--- src/rtl/vec_lane_exec.sv ---
// -----------------------------------------------------------------------------
// vec_lane_exec
//   Iterative vector execute stage that sits directly behind the register bank.
//   One accepted operation latches a V-bit operand pair. The unit then works
//   through the operands LPC lanes (one chunk) per cycle over K = V/(EW*LPC)
//   cycles. It finishes with a single-cycle write-back that feeds the bank's
//   write port. Each EW-bit lane is computed on its own, so no carry or borrow
//   crosses a lane boundary.
//
// Ports
//   clk       in   1   clock, rising edge
//   rst       in   1   synchronous, active-high reset
//   in_valid  in   1   operation request
//   in_ready  out  1   high only while idle (combinational from state)
//   op        in   3   lane opcode: ADD SUB ADDS SUBS MULL AND OR XOR
//   bcast     in   1   use opb lane 0 as the B operand of every lane
//   wa_in     in   M   destination register address
//   opa       in   V   operand A
//   opb       in   V   operand B
//   we_out    out  1   write-back strobe, one cycle per operation
//   wa_out    out  M   write-back address (holds between operations)
//   wd_out    out  V   write-back data (holds between operations)
//   busy      out  1   high whenever the unit is not idle
// -----------------------------------------------------------------------------
module vec_lane_exec #(
    parameter int V   = 128,
    parameter int M   = 4,
    parameter int EW  = 8,
    parameter int LPC = 4
) (
    input  logic         clk,
    input  logic         rst,
    input  logic         in_valid,
    output logic         in_ready,
    input  logic [2:0]   op,
    input  logic         bcast,
    input  logic [M-1:0] wa_in,
    input  logic [V-1:0] opa,
    input  logic [V-1:0] opb,
    output logic         we_out,
    output logic [M-1:0] wa_out,
    output logic [V-1:0] wd_out,
    output logic         busy
);

    localparam int CW    = EW * LPC;                  // bits handled per cycle
    localparam int K     = V / CW;                    // chunk cycles per operation
    localparam int CNT_W = (K > 1) ? $clog2(K) : 1;

    typedef enum logic [1:0] {
        S_IDLE = 2'd0,
        S_BUSY = 2'd1,
        S_DONE = 2'd2
    } state_t;

    state_t             state;
    logic [CNT_W-1:0]   cnt;
    logic [2:0]         op_q;
    logic               bcast_q;
    logic [M-1:0]       wa_q;
    logic [V-1:0]       opa_q;
    logic [V-1:0]       opb_q;
    logic [V-1:0]       res_q;

    logic [CW-1:0]      chunk_a;
    logic [CW-1:0]      chunk_b;
    logic [CW-1:0]      chunk_r;
    logic [V-1:0]       res_next;

    // Unsigned saturating add: clamp to all-ones when the carry out is set.
    function automatic logic [EW-1:0] sat_add(input logic [EW-1:0] a,
                                              input logic [EW-1:0] b);
        logic [EW:0] sum;
        sum = {1'b0, a} + {1'b0, b};
        return sum[EW] ? {EW{1'b1}} : sum[EW-1:0];
    endfunction

    // Unsigned saturating subtract: clamp to zero on underflow.
    function automatic logic [EW-1:0] sat_sub(input logic [EW-1:0] a,
                                              input logic [EW-1:0] b);
        return (a < b) ? {EW{1'b0}} : (a - b);
    endfunction

    // Result for one lane.
    function automatic logic [EW-1:0] lane_op(input logic [2:0]    f,
                                              input logic [EW-1:0] a,
                                              input logic [EW-1:0] b);
        logic [2*EW-1:0] prod;
        logic [EW-1:0]   r;
        prod = {{EW{1'b0}}, a} * {{EW{1'b0}}, b};
        case (f)
            3'b000:  r = a + b;
            3'b001:  r = a - b;
            3'b010:  r = sat_add(a, b);
            3'b011:  r = sat_sub(a, b);
            3'b100:  r = prod[EW-1:0];
            3'b101:  r = a & b;
            3'b110:  r = a | b;
            default: r = a ^ b;
        endcase
        return r;
    endfunction

    assign in_ready = (state == S_IDLE);
    assign busy     = (state != S_IDLE);

    // Select the active chunk, run its lanes, and merge the result into the
    // accumulated vector. Chunk selection is a compare against every chunk
    // index, which avoids a variable part-select on the wide operands.
    always_comb begin
        chunk_a = '0;
        chunk_b = '0;
        for (int k = 0; k < K; k++) begin
            if (cnt == CNT_W'(k)) begin
                chunk_a = opa_q[k*CW +: CW];
                chunk_b = opb_q[k*CW +: CW];
            end
        end

        chunk_r = '0;
        for (int l = 0; l < LPC; l++) begin
            chunk_r[l*EW +: EW] = lane_op(op_q, chunk_a[l*EW +: EW],
                                          bcast_q ? opb_q[EW-1:0] : chunk_b[l*EW +: EW]);
        end

        res_next = res_q;
        for (int k = 0; k < K; k++) begin
            if (cnt == CNT_W'(k)) begin
                res_next[k*CW +: CW] = chunk_r;
            end
        end
    end

    // Control state and the outputs are reset. The latched operands and the
    // result accumulator are loaded on every accept, so they carry no reset.
    // The last chunk goes straight to wd_out through res_next. This lets the
    // write-back pulse start on the same edge that finishes the final chunk.
    always_ff @(posedge clk) begin
        if (rst) begin
            state  <= S_IDLE;
            cnt    <= '0;
            we_out <= 1'b0;
            wa_out <= '0;
            wd_out <= '0;
        end else begin
            case (state)
                S_IDLE: begin
                    we_out <= 1'b0;
                    if (in_valid) begin
                        op_q    <= op;
                        bcast_q <= bcast;
                        wa_q    <= wa_in;
                        opa_q   <= opa;
                        opb_q   <= opb;
                        res_q   <= '0;
                        cnt     <= '0;
                        state   <= S_BUSY;
                    end
                end
                S_BUSY: begin
                    res_q <= res_next;
                    cnt   <= cnt + CNT_W'(1);
                    if (cnt == CNT_W'(K - 1)) begin
                        state  <= S_DONE;
                        we_out <= 1'b1;
                        wa_out <= wa_q;
                        wd_out <= res_next;
                    end
                end
                S_DONE: begin
                    we_out <= 1'b0;
                    state  <= S_IDLE;
                end
                default: begin
                    we_out <= 1'b0;
                    state  <= S_IDLE;
                end
            endcase
        end
    end

endmodule

--- config.mk ---
export PLATFORM = sky130hd
export DESIGN_NAME = vec_lane_exec
export DESIGN_NICKNAME = d
export VERILOG_FILES = /design/src/rtl/vec_lane_exec.sv
export SDC_FILE = /design/constraint.sdc
export NUM_CORES = 1
export LEC_CHECK = 0
export ABC_AREA = 1
export BUFFER_PORTS_ARGS = -buffer_cell sky130_fd_sc_hd__buf_2
export CAP_MARGIN = 20
export CORE_MARGIN = 5
export CORE_UTILIZATION = 50
export DETAILED_ROUTE_END_ITERATION = 12
export PLACE_DENSITY = 0.74
export SYNTH_ARGS = -nofsm -noshare
export SYNTH_HDL_FRONTEND = slang
export SYNTH_SLANG_ARGS = --single-unit
--- constraint.sdc ---
create_clock -name clk -period 26.2 [get_ports clk]
set_input_delay 0 -clock clk [delete_from_list [all_inputs] [get_ports clk]]
set_output_delay 0 -clock clk [all_outputs]
set_load 0.05 [all_outputs]
Yosys cells after proc, flatten, opt, wreduce, memory -nomap -nowiden
Cells that the tools add are included.
- word-level logic and storage cells: 104
- input bits: 267
- flip-flop bits (word level): 529
- reduce and logical (&&, ||, !) cells: 11
- add/sub/neg operators: 13
- bitwise logic cells: 14
- eq/ne operators: 12
- multiplexer cells: 35
- $lt $le $gt $ge: 4
- multipliers: 4
- operators with widths (kind ; count):
    $mux W32 ; 12
    $pmux W128 S2 ; 1
    $pmux W8 S7 ; 4
    $mux W128 ; 1
    $mux W8 ; 12
    $add A8 B8 Y9 ; 4
    $add A8 B8 Y8 ; 4
    $and A8 B8 Y8 ; 4
    $lt A8 B8 Y1 ; 4
    $mul A8 B8 Y8 ; 4
    $or A8 B8 Y8 ; 4
    $sub A8 B8 Y8 ; 4
    $xor A8 B8 Y8 ; 4
    $eq A3 B3 Y1 const B ; 3
    $pmux W2 S2 ; 2
    $eq A3 B2 Y1 const B ; 2
    $mux W2 ; 3
    $reduce_and A2 Y1 ; 3
    $reduce_and A3 Y1 ; 2
    $eq A2 B1 Y1 const B ; 2
    $eq A2 B2 Y1 const B ; 2
    $logic_not A2 Y1 ; 2
    $ne A2 B2 Y1 const B ; 2
    $reduce_bool A2 Y1 ; 2
    other kinds (5) ; 6

Logic depth before layout (Yosys ltp)
- depth after elaboration: 11
- depth in mapped cells: 42
- mapped depth without buffers: 40

Least setup slack after synthesis
Ideal clock, no wire load.
- kind: flip-flop to flip-flop
- start point: reg state[1]
- end point: reg bcast_q (enable)
- library setup time: 895 ps
- slack: 13044 ps
- clock period less this slack: 13156 ps
- buffers on the path: 0
- stages on the path, launching flop included: 4
- arrival time: 12261 ps
- path through: dfxtp_1 -> nor2_1 -> nand2_1 -> nor2_1
- cells in the longest elaborated chain, start to end: 2
- ends and longest elaborated chain (element ; RTL line ; RTL):
    start, declared ; 56 ; state_t state;
    start signal, assigned ; 140 ; state <= S_IDLE;
    start signal, assigned ; 157 ; state <= S_BUSY;
    start signal, assigned ; 164 ; state <= S_DONE;
    $logic_not A2 Y1 ; -- ;
    named net in_ready ; 34 ; output logic in_ready,
    $reduce_and A3 Y1 (no line) ; -- ;
    end signal, assigned ; 151 ; bcast_q <= bcast;
    end, declared ; 59 ; logic bcast_q;
The timed path passes the listed nets, and every way through them passes these cells.
A chain may end at the register's enable or synchronous reset.

Worst setup path after layout
- start point: reg cnt[0]
- end point: reg res_q[14] (data pin)
- cells in the longest elaborated chain, start to end: 11
- ends and longest elaborated chain (element ; RTL line ; RTL):
    start, declared ; 57 ; logic [CNT_W-1:0] cnt;
    start signal, assigned ; 162 ; cnt <= cnt + CNT_W'(1);
    parallel branches: the longest is 9 deep, another holds $mul A8 B8 Y8 ; -- ;
    $mux W32 * ; 128 ; if (cnt == CNT_W'(k)) begin
    $pmux W128 S2 * ; 146 ; case (state)
    end signal, assigned ; 161 ; res_q <= res_next;
    end, declared ; 63 ; logic [V-1:0] res_q;
Mark *: on every way between the ends.

==> impl_results.md <==
- Outcome: finished, final reports clean
- Fmax: approximately 0.14 GHz
- EDFF count, synth: between 300 and 400
- TNS Setup: 0 ps
- Mapped Area: around 0.028 mm2
- GRT Total Usage: roughly a third
- Startpoint types: flip-flop
- Crit path arrival time: approximately 7600 ps
- Worst clock skew: approximately 32 ps
- Tmin final: ~7300 ps
- Final cell count without fillers: ~4400
- Worst r2r src: cnt[0]
- Post-DP HPWL: 64180 um
- Port bufs: between 400 and 500
- Via-per-instance ratio: about 5.7
- Worst reg2reg endpoint: res_q[14]
- Worst hold margin: a little under 90 ps
- Mean Syn Cell Area: about 9.0 um2
- Pwr Total: 2.630 mW
- Post-Syn Nets: 3556
- Sequential area share after synthesis: between 40 and 50%
- Share of cells above drive strength 1: between 10% and 20%
- Total die area: roughly 0.060 mm2
- # fillers: between 4000 and 5000
- Leak pwr: 15.65 nW
- Hold Crit Endpoint: wa_q[0]
- Asr flop ratio synth: 0%
- Final setup fails: 0
- Yosys top cell by area: edfxtp_1
- Synth unique cells: between 50 and 60
- Critical path's largest stage delay: roughly 660 ps
- Hold Path Origin: wa_in[0]
- CORE AREA: roughly 0.055 mm2
- Die Y: roughly 240 um
- Slew Viols, Final: 0
- # DRC: 0
- Yosys reg bits: ~500
- Root buffer cell: clkbuf_16
- Global route overflow: 0
- Peak supply drop: around 55 uV
- Cell area after placement: ~0.030 mm2
- Die Width: about 240 um
- Internal reg-to-reg setup slack: between 15000 and 20000 ps
- Clk buf depth: 3
- Most used cell, CP: nand2_1
- Initial antenna violation count: 8
- Vias in the first global route: ~25000
- Hold Path Depth: 2
- Worst-case reg-to-reg path depth: 31
- Initial Util: about half
- Net count, final: approximately 4200
- Hold Path Class: in -> reg
- Critical path required time: 26530 ps
- Clock sink total: between 400 and 500
- Yosys top cell area share: 39.27%
- Worst Tran Pin Value: 991.5 ps
- Via count: approximately 25000
- RSZ-0062 raised after global routing: no
- Cells after Synth: about 3100
- Max H-tree Level: 2
- Max FO, Critical Path: between 40 and 50
- CTS tree: yes
- Register area: about 0.014 mm2
- Row cnt: 86
- Area of the multi-input gates: between 0.01 and 0.015 mm2
- Maxcap violations: 0
- Placed Cells: a little over 4000
- Final Cell Area: roughly 0.035 mm2
- Final hold viol count: 0
- Post-CTS setup buffer count: 0
- Synth area leaders: edfxtp_1, dfxtp_1, nand2_1
- Crit end category: flip-flop
- Worst skew pair latency: approximately 620 ps
- CP Class: reg -> reg
- DR WL/cell: roughly 22 um
- Layout Area Growth over Synthesis: 25.33%
- Period utilisation layout: around 28%
- Worst slew margin: 33.20%
- Antenna-violating nets left: 0
- Ys Warns: 0
- Ys flop type: edfxtp_1
- Largest net degree at the start of global routing: between 100 and 150
- Global-route wire length before repair: approximately 150000 um
- CTS clk-pin slew, worst paths: about 60 ps
- Initial DRC Count: about 2900
- I/O pin count: approximately 400
- Pwr Density: 76.22 mW/mm2
- TritonCTS Buffers: 52
- Crit-path slowest cell: ha_2
- GPL Wtd Cong: roughly 0.97
- Routed Wire Length: ~98000 um
- DRT Pass-1 Iters: 5
[logic make-up (layout without fill, tap and decap cells)]
family / Yosys count / count (layout) / share of synthesized area [%]
other cells: 0 / 10 / 0
fa+ha+maj: 220 / 220 / 11.53
flops: 497 / 497 / 49.23
buf+inv: 454 / 1105 / 6.645
xor+xnor: 25 / 25 / 0.7954
simple gates: 1268 / 1268 / 19.25
compound gates: 605 / 605 / 12.55
[sequential cells by signal, indices dropped and copies added, names as in the netlist]
register	cells
op_q	3
cnt	2
wa_out	4
state	2
res_q	96
opb_q	128
wa_q	4
wd_out	128
we_out	1
bcast_q	1
opa_q	128
[metal layers]
metal	track usage, %	vias up	share of wire, %
met5	0	-	0
met1	42.08	11967	39
met2	51.49	1510	47
li1	-	11665	-
met3	4.889	266	9.1
met4	13.38	0	4.9
[repair_timing]
action,4_1_cts,5_1_grt
gates resized for setup,0,0
hold buffers,266,0
hold endpoints to repair,319,0
[cell usage in the layout, fill, tap and decap left out, types with 4 or more instances in the layout]
cell type	instances
buf_2	401
clkinv_1	8
inv_2	10
o211ai_1	26
a31oi_1	66
clkbuf_8	6
a21oi_2	10
edfxtp_1	360
or2_2	29
bufinv_16	4
o21ai_2	4
a221oi_1	12
clkbuf_1	5
fa_1	56
buf_4	25
clkinv_2	18
inv_1	299
nand3b_1	6
nand4_1	26
o21ai_0	157
nand3_1	235
a21oi_1	254
o2111ai_1	6
o21ai_1	17
dfxtp_1	137
xnor2_1	11
o21a_1	6
a21o_1	7
clkbuf_16	54
nand2_2	13
dlygate4sd3_1	266
xor2_1	14
o22ai_1	11
nor2_1	218
o221ai_1	4
nand2_1	722
diode_2	10
o21bai_1	4
nor3_1	4
ha_1	160
[cell type report]
cell class | count | share of cell area [%]
sequential | 497 | 39.28
inverter | 315 | 3.442
multi-input combinational | 2118 | 35.42
timing repair buffer | 693 | 14.14
antenna | 10 | 0.07253
clock buffer | 65 | 4.210
tap | 704 | 2.553
clock inverter | 32 | 0.8776
[worst max-delay path: cells and delay by family (launching register included)]
| kind | cells | cell delay [ps] |
|---|---|---|
| buffers and inverters | 9 | 1430 |
| and+or+nand+nor | 11 | 1490 |
| DFF | 1 | 390 |
| AOI/OAI and AO/OA | 4 | 730 |
| adders and majority gates | 7 | 2890 |
[worst max path at each step]
stage / from / to / slack (ps) / cells past startpoint
after global routing: cnt[0] / res_q[87] / 18500 / 37
after CTS: cnt[0] / res_q[14] / 18980 / 31
final: cnt[0] / res_q[14] / 18890 / 31
after floorplan: state[1] / bcast_q / 13040 / 3
after global placement: cnt[0] / res_q[46] / 19140 / 27
after detailed placement: cnt[0] / res_q[14] / 19000 / 31
[metrics by stage]
stage	utilization (%)	worst slack [ps]
final	62.99	18890
after global placement	54.84	19140
after CTS	62.91	18980
after floorplan	-	13040
after global routing	62.99	18500
after detailed placement	54.84	19000
[cell usage after synthesis (13+ instances only)]
master / number
a21oi_1: 255
fa_1: 56
buf_2: 38
dfxtp_1: 137
edfxtp_1: 360
xor2_1: 14
ha_1: 164
nand2_2: 13
o21ai_1: 17
o211ai_1: 26
nand4_1: 26
clkbuf_1: 87
nand3_1: 235
or2_2: 29
o21ai_0: 157
nor2_1: 222
a31oi_1: 66
nand2_1: 722
inv_1: 300
[power breakdown]
group / total, mW / leakage (nW) / internal, mW / switching (mW)
logic: 0.962 / 10.3 / 0.330 / 0.632
clock network: 0.767 / 0.883 / 0.436 / 0.331
registers: 0.901 / 4.48 / 0.889 / 0.0117
No activity file was read; power rests on OpenSTA's default activity.
